## src/rtl/fetch_queue.sv

```systemverilog
// fetch_queue: instruction prefetch buffer between the shared I/D memory and
// the IF/ID register. It owns the fetch PC, keeps at most one read in flight,
// buffers up to DEPTH {inst, pc} entries and hands them to decode via
// valid/ready. A redirect flushes everything and restarts fetch. An EBREAK
// suspends fetch until the next redirect.
// Optional feature macro: FETCH_QUEUE_BYPASS_EN. When it is defined, a response
// that arrives while the queue is empty is forwarded straight to decode.
module fetch_queue #(
  parameter int          DEPTH    = 4,
  parameter int          ADDR_W   = 9,
  parameter logic [31:0] RESET_PC = 32'h0
) (
  input  logic                   clk,
  input  logic                   rst,
  output logic                   mem_req,
  output logic [ADDR_W-1:0]      mem_addr,
  input  logic                   mem_gnt,
  input  logic [31:0]            mem_rdata,
  input  logic                   redirect,
  input  logic [31:0]            redirect_pc,
  input  logic                   deq_ready,
  output logic                   deq_valid,
  output logic [31:0]            deq_inst,
  output logic [31:0]            deq_pc,
  output logic [31:0]            deq_pc_4,
  output logic [$clog2(DEPTH):0] level,
  output logic                   halted
);

  localparam int PTR_W = $clog2(DEPTH);
  localparam int CNT_W = PTR_W + 1;
  localparam logic [31:0]  NOP_INST    = 32'h0000_0033;
  localparam logic [31:0]  EBREAK_INST = 32'h0010_0073;
  localparam logic [CNT_W:0] OCC_MAX   = (CNT_W+1)'(DEPTH);

  logic [31:0]      fetchPc_q, fetchPc_d;
  logic [31:0]      inflightPc_q, inflightPc_d;
  logic             inflight_q, inflight_d;
  logic             discard_q, discard_d;
  logic             halted_q, halted_d;
  logic [PTR_W-1:0] rdPtr_q, rdPtr_d;
  logic [PTR_W-1:0] wrPtr_q, wrPtr_d;
  logic [CNT_W-1:0] count_q, count_d;
  logic [31:0]      instMem_q [DEPTH];
  logic [31:0]      pcMem_q   [DEPTH];

  logic grant;
  logic respValid;
  logic bypassOn;
  logic deqFire;
  logic wrEn;
  logic [CNT_W:0] occupancy;

  // Request/handshake qualifiers; a same-cycle dequeue earns no fetch credit
  always_comb begin
    occupancy = {1'b0, count_q} + {{CNT_W{1'b0}}, inflight_q};
    mem_req   = !rst && !halted_q && !redirect && (occupancy < OCC_MAX);
    mem_addr  = fetchPc_q[ADDR_W-1:0];
    grant     = mem_req && mem_gnt;
    respValid = inflight_q && !discard_q && !redirect;
`ifdef FETCH_QUEUE_BYPASS_EN
    bypassOn  = respValid && (count_q == '0);
`else
    bypassOn  = 1'b0;
`endif
    deqFire   = (count_q != '0) && deq_ready;
    wrEn      = respValid && !(bypassOn && deq_ready);
  end

  // Next-state for fetch PC, in-flight tracking, halt flag and queue pointers
  always_comb begin
    fetchPc_d    = fetchPc_q;
    inflightPc_d = inflightPc_q;
    inflight_d   = grant;
    discard_d    = 1'b0;
    halted_d     = halted_q;
    rdPtr_d      = rdPtr_q;
    wrPtr_d      = wrPtr_q;
    count_d      = count_q;
    if (redirect) begin
      fetchPc_d = redirect_pc & ~32'h3;
      rdPtr_d   = '0;
      wrPtr_d   = '0;
      count_d   = '0;
      halted_d  = 1'b0;
      discard_d = grant;
    end else begin
      if (grant) begin
        inflightPc_d = fetchPc_q;
        fetchPc_d    = fetchPc_q + 32'd4;
      end
      if (wrEn) begin
        wrPtr_d = wrPtr_q + PTR_W'(1);
      end
      if (deqFire) begin
        rdPtr_d = rdPtr_q + PTR_W'(1);
      end
      case ({wrEn, deqFire})
        2'b10:   count_d = count_q + CNT_W'(1);
        2'b01:   count_d = count_q - CNT_W'(1);
        default: count_d = count_q;
      endcase
      if (respValid && (mem_rdata == EBREAK_INST)) begin
        halted_d = 1'b1;
      end
    end
  end

  // Control state registers; reset also forgets any response still due
  always_ff @(posedge clk or posedge rst) begin
    if (rst) begin
      fetchPc_q    <= RESET_PC;
      inflightPc_q <= '0;
      inflight_q   <= 1'b0;
      discard_q    <= 1'b0;
      halted_q     <= 1'b0;
      rdPtr_q      <= '0;
      wrPtr_q      <= '0;
      count_q      <= '0;
    end else begin
      fetchPc_q    <= fetchPc_d;
      inflightPc_q <= inflightPc_d;
      inflight_q   <= inflight_d;
      discard_q    <= discard_d;
      halted_q     <= halted_d;
      rdPtr_q      <= rdPtr_d;
      wrPtr_q      <= wrPtr_d;
      count_q      <= count_d;
    end
  end

  // Queue storage: each accepted response is written at the write pointer
  always_ff @(posedge clk or posedge rst) begin
    if (rst) begin
      for (int i = 0; i < DEPTH; i++) begin
        instMem_q[i] <= NOP_INST;
        pcMem_q[i]   <= '0;
      end
    end else if (wrEn) begin
      instMem_q[wrPtr_q] <= mem_rdata;
      pcMem_q[wrPtr_q]   <= inflightPc_q;
    end
  end

  // Decode-facing outputs: queue head, or the arriving word when bypassing
  always_comb begin
    deq_valid = (count_q != '0);
    deq_inst  = deq_valid ? instMem_q[rdPtr_q] : NOP_INST;
    deq_pc    = pcMem_q[rdPtr_q];
    if (bypassOn) begin
      deq_valid = 1'b1;
      deq_inst  = mem_rdata;
      deq_pc    = inflightPc_q;
    end
    deq_pc_4 = deq_pc + 32'd4;
    level    = count_q;
    halted   = halted_q;
  end

endmodule

```

## config.mk

```make
export PLATFORM = sky130hd
export DESIGN_NAME = fetch_queue
export DESIGN_NICKNAME = d
export VERILOG_FILES = /design/src/rtl/fetch_queue.sv
export SDC_FILE = /design/constraint.sdc
export NUM_CORES = 1
export LEC_CHECK = 0
export ABC_AREA = 1
export ABC_CLOCK_PERIOD_IN_PS = 26100
export CORE_ASPECT_RATIO = 0.7
export CORE_MARGIN = 2
export CORE_UTILIZATION = 62
export DETAILED_ROUTE_END_ITERATION = 6
export GPL_TIMING_DRIVEN = 0
export PLACE_DENSITY = 0.9
export REMOVE_ABC_BUFFERS = 1
export SLEW_MARGIN = 10
export SYNTH_ARGS = -nofsm -noshare
export SYNTH_HDL_FRONTEND = slang
export SYNTH_SLANG_ARGS = --single-unit
```

## constraint.sdc

```tcl
create_clock -name clk -period 26.1 [get_ports clk]
set_clock_uncertainty 0.2 [all_clocks]
set_input_delay 2.61 -clock clk [delete_from_list [all_inputs] [get_ports clk]]
set_output_delay 2.61 -clock clk [all_outputs]
set_load 0.01 [all_outputs]
```

### Yosys cells after proc, flatten, opt, wreduce, memory -nomap -nowiden

Cells that the tools add are included.

| cells by class | value |
|---|---|
| magnitude comparators | 4 |
| add/sub/neg operators | 7 |
| bitwise gates (word level) | 3 |
| equality and inequality tests | 3 |
| multiplexer cells | 22 |
| reductions and logical operators | 20 |

Operators with widths:

| cell | number |
|---|---|
| $bwmux 128 | 2 |
| $mux 32 | 8 |
| $bmux 32 s2 | 2 |
| $add 32x3->32 const B | 2 |
| $demux 32 s2 | 1 |
| $eq 32x21->1 const B | 1 |
| $logic_and 1x1->1 | 9 |
| $mux 2 | 4 |
| $reduce_bool 2->1 | 4 |
| $ge 3x3->1 const B | 2 |
| $not 2->3 | 2 |
| $pmux 3 s2 | 1 |
| $reduce_bool 3->1 | 2 |
| $add 2x1->2 const B | 2 |
| $add 3x1->4 | 1 |
| $logic_not 1->1 | 4 |
| $lt 4x3->1 const B | 1 |
| $add 3x1->3 const B | 1 |
| $lt 3x1->1 const B | 1 |
| $mux 1 | 3 |
| $mux 3 | 1 |
| $sub 3x1->3 const B | 1 |
| $eq 2x1->1 const B | 1 |
| $eq 2x2->1 const B | 1 |
| 2 further kinds | 2 |

| storage, ports and cells | value |
|---|---|
| word-level logic and storage cells | 75 |
| input bits | 69 |
| output and inout bits | 111 |
| flip-flop bits (word level) | 330 |

### Depth between registers and ports, before layout

| logic depth | value |
|---|---|
| depth in word-level cells | 7 |
| gate-level depth with buffers | 14 |
| mapped depth without buffers | 12 |

### Worst setup path after synthesis

Ideal clock, no wire load.

| timing | value |
|---|---|
| kind | input to output |
| from | input redirect |
| to | output mem_req |
| data arrival time | 3101 ps |
| data required time | 23290 ps |
| path slack | 20189 ps |
| cell stages on the path | 4 |
| buffers on the path | 1 |
| cell sequence | buf_2 > nor2_1 > nand2_1 > nor2_1 |

| on the way | value |
|---|---|
| cells in the longest elaborated chain, start to end | 3 |

Ends and longest elaborated chain:

| what | line | source |
|---|---|---|
| start: declaration | 19 | `input logic redirect,` |
| $logic_not 1->1 | 57 | `mem_req = !rst && !halted_q && !redirect && (occupancy < OCC_MAX);` |
| $logic_and 1x1->1 (2 in a row) | 57 |  |
| end: declaration | 15 | `output logic mem_req,` |

No other way between the ends.

### Worst setup path after layout

| timing | value |
|---|---|
| from | register rdPtr_q[0] |
| to | output deq_pc_4[16] |

| on the way | value |
|---|---|
| cells in the longest elaborated chain, start to end | 5 |

Ends and longest elaborated chain:

| what | line | source |
|---|---|---|
| start: declaration | 41 | `logic [PTR_W-1:0] rdPtr_q, rdPtr_d;` |
| start signal: assignment | 126 | `rdPtr_q <= rdPtr_d;` |
| $not 2->3 (implied by the code) | 149 | `deq_pc = pcMem_q[rdPtr_q];` |
| $bmux 32 s2 | 149 |  |
| $mux 32 (implied by the code) (2 in a row) | 149 |  |
| $add 32x3->32 | 155 | `deq_pc_4 = deq_pc + 32'd4;` |
| end: declaration | 25 | `output logic [31:0] deq_pc_4,` |

No other way between the ends. The select of a mux whose other input is x is not followed.

==> impl_metrics.yaml <==
routing:
  drc: 0
  postRouteAntennaNets: 0
  drtIter0Drc: 1990
  wl_per_cell_um: 17.9
  num_vias: 15600
  vias_per_cell: 5.87
  wl_um: 47500
  first_pass_iters: 6
setup_path:
  rr_startpoint: "level[0]"
  required_ps: 23290
  cp_max_fo: 127
  reg2reg_depth: 8
  reg2reg_to: "fetchPc_q[19]"
  rrSetupSlack_ps: 23000
  critPathBufInv: 3
  slowest_delay_ps: 780
  cp-end-kind: "output port"
  arrival_ps: 4740
  critical_path.top_delay_family: "buffers and inverters"
  cp_cell_sequence: "buf_16 > inv_8 > nor2_1 > nor2_1 > o21ai_0 > nand2_1 > ha_1 > nand2_2 > nor2_2 > nand2_1 > xor2_1 > clkdlybuf4s50_1"
  crit_path_start_kind: "flop"
  critPathKind: "reg2out"
  critPathSlowestCell: "dfrtp_4"
sta:
  slew_headroom: 0.207
  hold_viol: 0
  fin_crit_sh: 0.289
  grt_setup_unrepaired: "false"
  slew_viol_final: 0
  max_freq_ghz: 0.132
  hold_ws_ps: 280
  period_needed_ps: 7550
  finalSetupViolCount: 0
  setup_tns_ps: 0
  worstMarginPinSlew_ps: 1180
yosys:
  synth_seq_cells: 318
  synth_xor_area_frac: 0.0177
  synthCells: 2184
  synth_area_leaders: "dfrtp_1 46%, nand2_1 17%, o21ai_0 11%"
  synth_compound_area_frac: 0.132
  synth-seq-area-share: 0.488
  synth_top_flop_cell: "dfrtp_1"
  yosys.area_share.simple: 0.275
  synth_fa_ha_area_frac: 0.00582
  avgSynthCellArea_sq_um: 7.48
  syn_area_sq_mm: 0.0163
  synth_cell_types: 39
  async_flop_share: 1.00
  synth_top_family_by_area: "simple AND/OR/NAND/NOR gates"
  synth.area.mux_share: 0
  synth_edf_count: 0
  ys_warn_count: 0
  yosysTopAreaCellShare: 0.463
  synth_top_area_cell: "dfrtp_1"
clocking:
  clkTransAtPathRegs_ps: 60
  cts_hold_repair.buffers: 0
  post_cts_resized: 0
  cts_setup_buffers: 0
  cts_buffers: 30
  cts_tree: "built"
  htree_levels: 1
  clock-sinks: 318
  clk_path_buf_depth: 3
  cts_root_buffer: "clkbuf_16"
  clk_latency_ps: 570
floorplanning:
  die_y_um: 140
  die_w_um: 198
  floorplan.initialDensity: 0.633
  dieArea_sq_mm: 0.0277
  rows: 49
  coreArea_sq_mm: 0.0258
  io_pins: 180
pwr:
  pwr_density_cell_mw_per_mm2: 69.0
  peakVddDrop_mv: 0.0577
  p_leak_nw: 8.83
global_routing:
  antenna_found_initial: 0
  gr-usage-all-layers: 0.344
  grt_pass1_wl_um: 75900
  grt_overflow: 0
  grt_max_degree: 128
  grt_pass1_vias: 15000
layout:
  register_area_sq_mm: 0.00799
  final_cells: 2656
  final_cell_mix: "714 x nand2_1, 347 x o21ai_0, 300 x dfrtp_1, 230 x nor2_1, 171 x clkdlybuf4s50_1"
  syn_to_final_growth_pct: 17.4
  n_antenna_cell: 0
  drive_above_1_share: 0.0548
  multi_input_area_sq_mm: 0.00709
  fillers: 1858
  layout.nets: 2352
  mostFrequentLayoutCell: "nand2_1"
outcome:
  status: "complete, no violations"
placement:
  gp_congestion: 0.923
  numPortBuffers: 171
  hpwl_um: 29900
  dp_cells: 2601
min_path:
  hold_class: "reg2reg"
  min_from: "instMem_q[18]"
  min_delay_path_depth: 2
  whs_endpoint: "instMem_q[18]"
job:
  maxCapViolCount: 0
[synth_stat cells (4+ instances only)]
cell	instances
a21oi_1	35
nand4_1	19
nand2_2	20
dfstp_2	16
nor2_2	13
clkbuf_1	47
o211ai_1	7
o311ai_0	4
nand2_1	719
nor2_1	230
ha_1	6
o21ai_1	14
inv_1	156
dfrtp_1	302
o21ai_0	347
buf_4	21
nor3_1	8
nand3_1	101
buf_2	48
o21bai_1	6
xor2_1	30
buf_6	10
[final cells by class]
cell class / instances / share of cell area
clock buffer: 44 / 0.0455
tap: 357 / 0.0233
sequential: 318 / 0.416
timing repair buffer: 184 / 0.104
multi-input combinational: 1582 / 0.370
inverter: 160 / 0.0322
clock inverter: 11 / 0.00894
[through the flow]
| step | utilization | power, mW | setup slack (ps) | instance area [sq um] |
|---|---|---|---|---|
| floorplan | - | 0.720 | 14520 | 15600 |
| global placement | 0.690 | 0.845 | 11140 | 17800 |
| detailed placement | 0.703 | 0.856 | 18590 | 18100 |
| CTS | 0.743 | 1.32 | 18580 | 19200 |
| global route | 0.743 | 1.38 | 18350 | 19200 |
| finish | 0.743 | 1.32 | 18550 | 19200 |
[routing by layer]
layer | vias to the layer above | track usage | part of all wire
met5 | - | 0 | 0
met4 | 0 | 0.115 | 0.030
met3 | 133 | 0.0710 | 0.10
met2 | 922 | 0.538 | 0.45
met1 | 7404 | 0.484 | 0.41
li1 | 7135 | - | -
[flip-flops by register name, indices dropped and copies added, names as in the netlist]
| name | cells |
|---|---|
| level | 3 |
| fetchPc_q | 30 |
| pcMem_q | 120 |
| wrPtr_q | 2 |
| instMem_q | 128 |
| inflight_q | 1 |
| rdPtr_q | 2 |
| inflightPc_q | 30 |
| discard_q | 1 |
| halted | 1 |
[how the worst max path moves through the flow]
stage                     slack [ps]  cells after the start       start            to
final                          18550                     12  rdPtr_q[0]  deq_pc_4[16]
after global routing           18350                     12  rdPtr_q[0]  deq_pc_4[16]
after CTS                      18580                      5    redirect       mem_req
after detailed placement       18590                      5    redirect       mem_req
after global placement         11140                      2         rst  pcMem_q[127]
after floorplan                14520                      1         rst     discard_q
[worst reg2reg max path: stages, from the launching register on]
cell and delay, ps:
dfrtp_1 460, inv_1 110, nor3_1 190, nor2_1 90
nand2_2 140, buf_12 240, clkinv_1 980, nand3_1 430
o211ai_1 120
[logic make-up (layout without fill, tap and decap cells)]
| group | count (synthesis) | in the layout |
|---|---|---|
| AO/OA/AOI/OAI | 418 | 418 |
| XOR/XNOR | 33 | 33 |
| adder cells (fa/ha/maj) | 7 | 7 |
| buffers and inverters | 290 | 399 |
| flip-flops | 318 | 318 |
| other | 1 | 7 |
| AND/OR/NAND/NOR | 1117 | 1117 |
[where the power goes]
group	internal [mW]	leakage [nW]	switching, mW	total (mW)
Combinational	0.112	4.12	0.175	0.287
Sequential	0.538	4.21	0.0351	0.573
Clock	0.271	0.510	0.192	0.464
No activity file was read; power rests on OpenSTA's default activity.
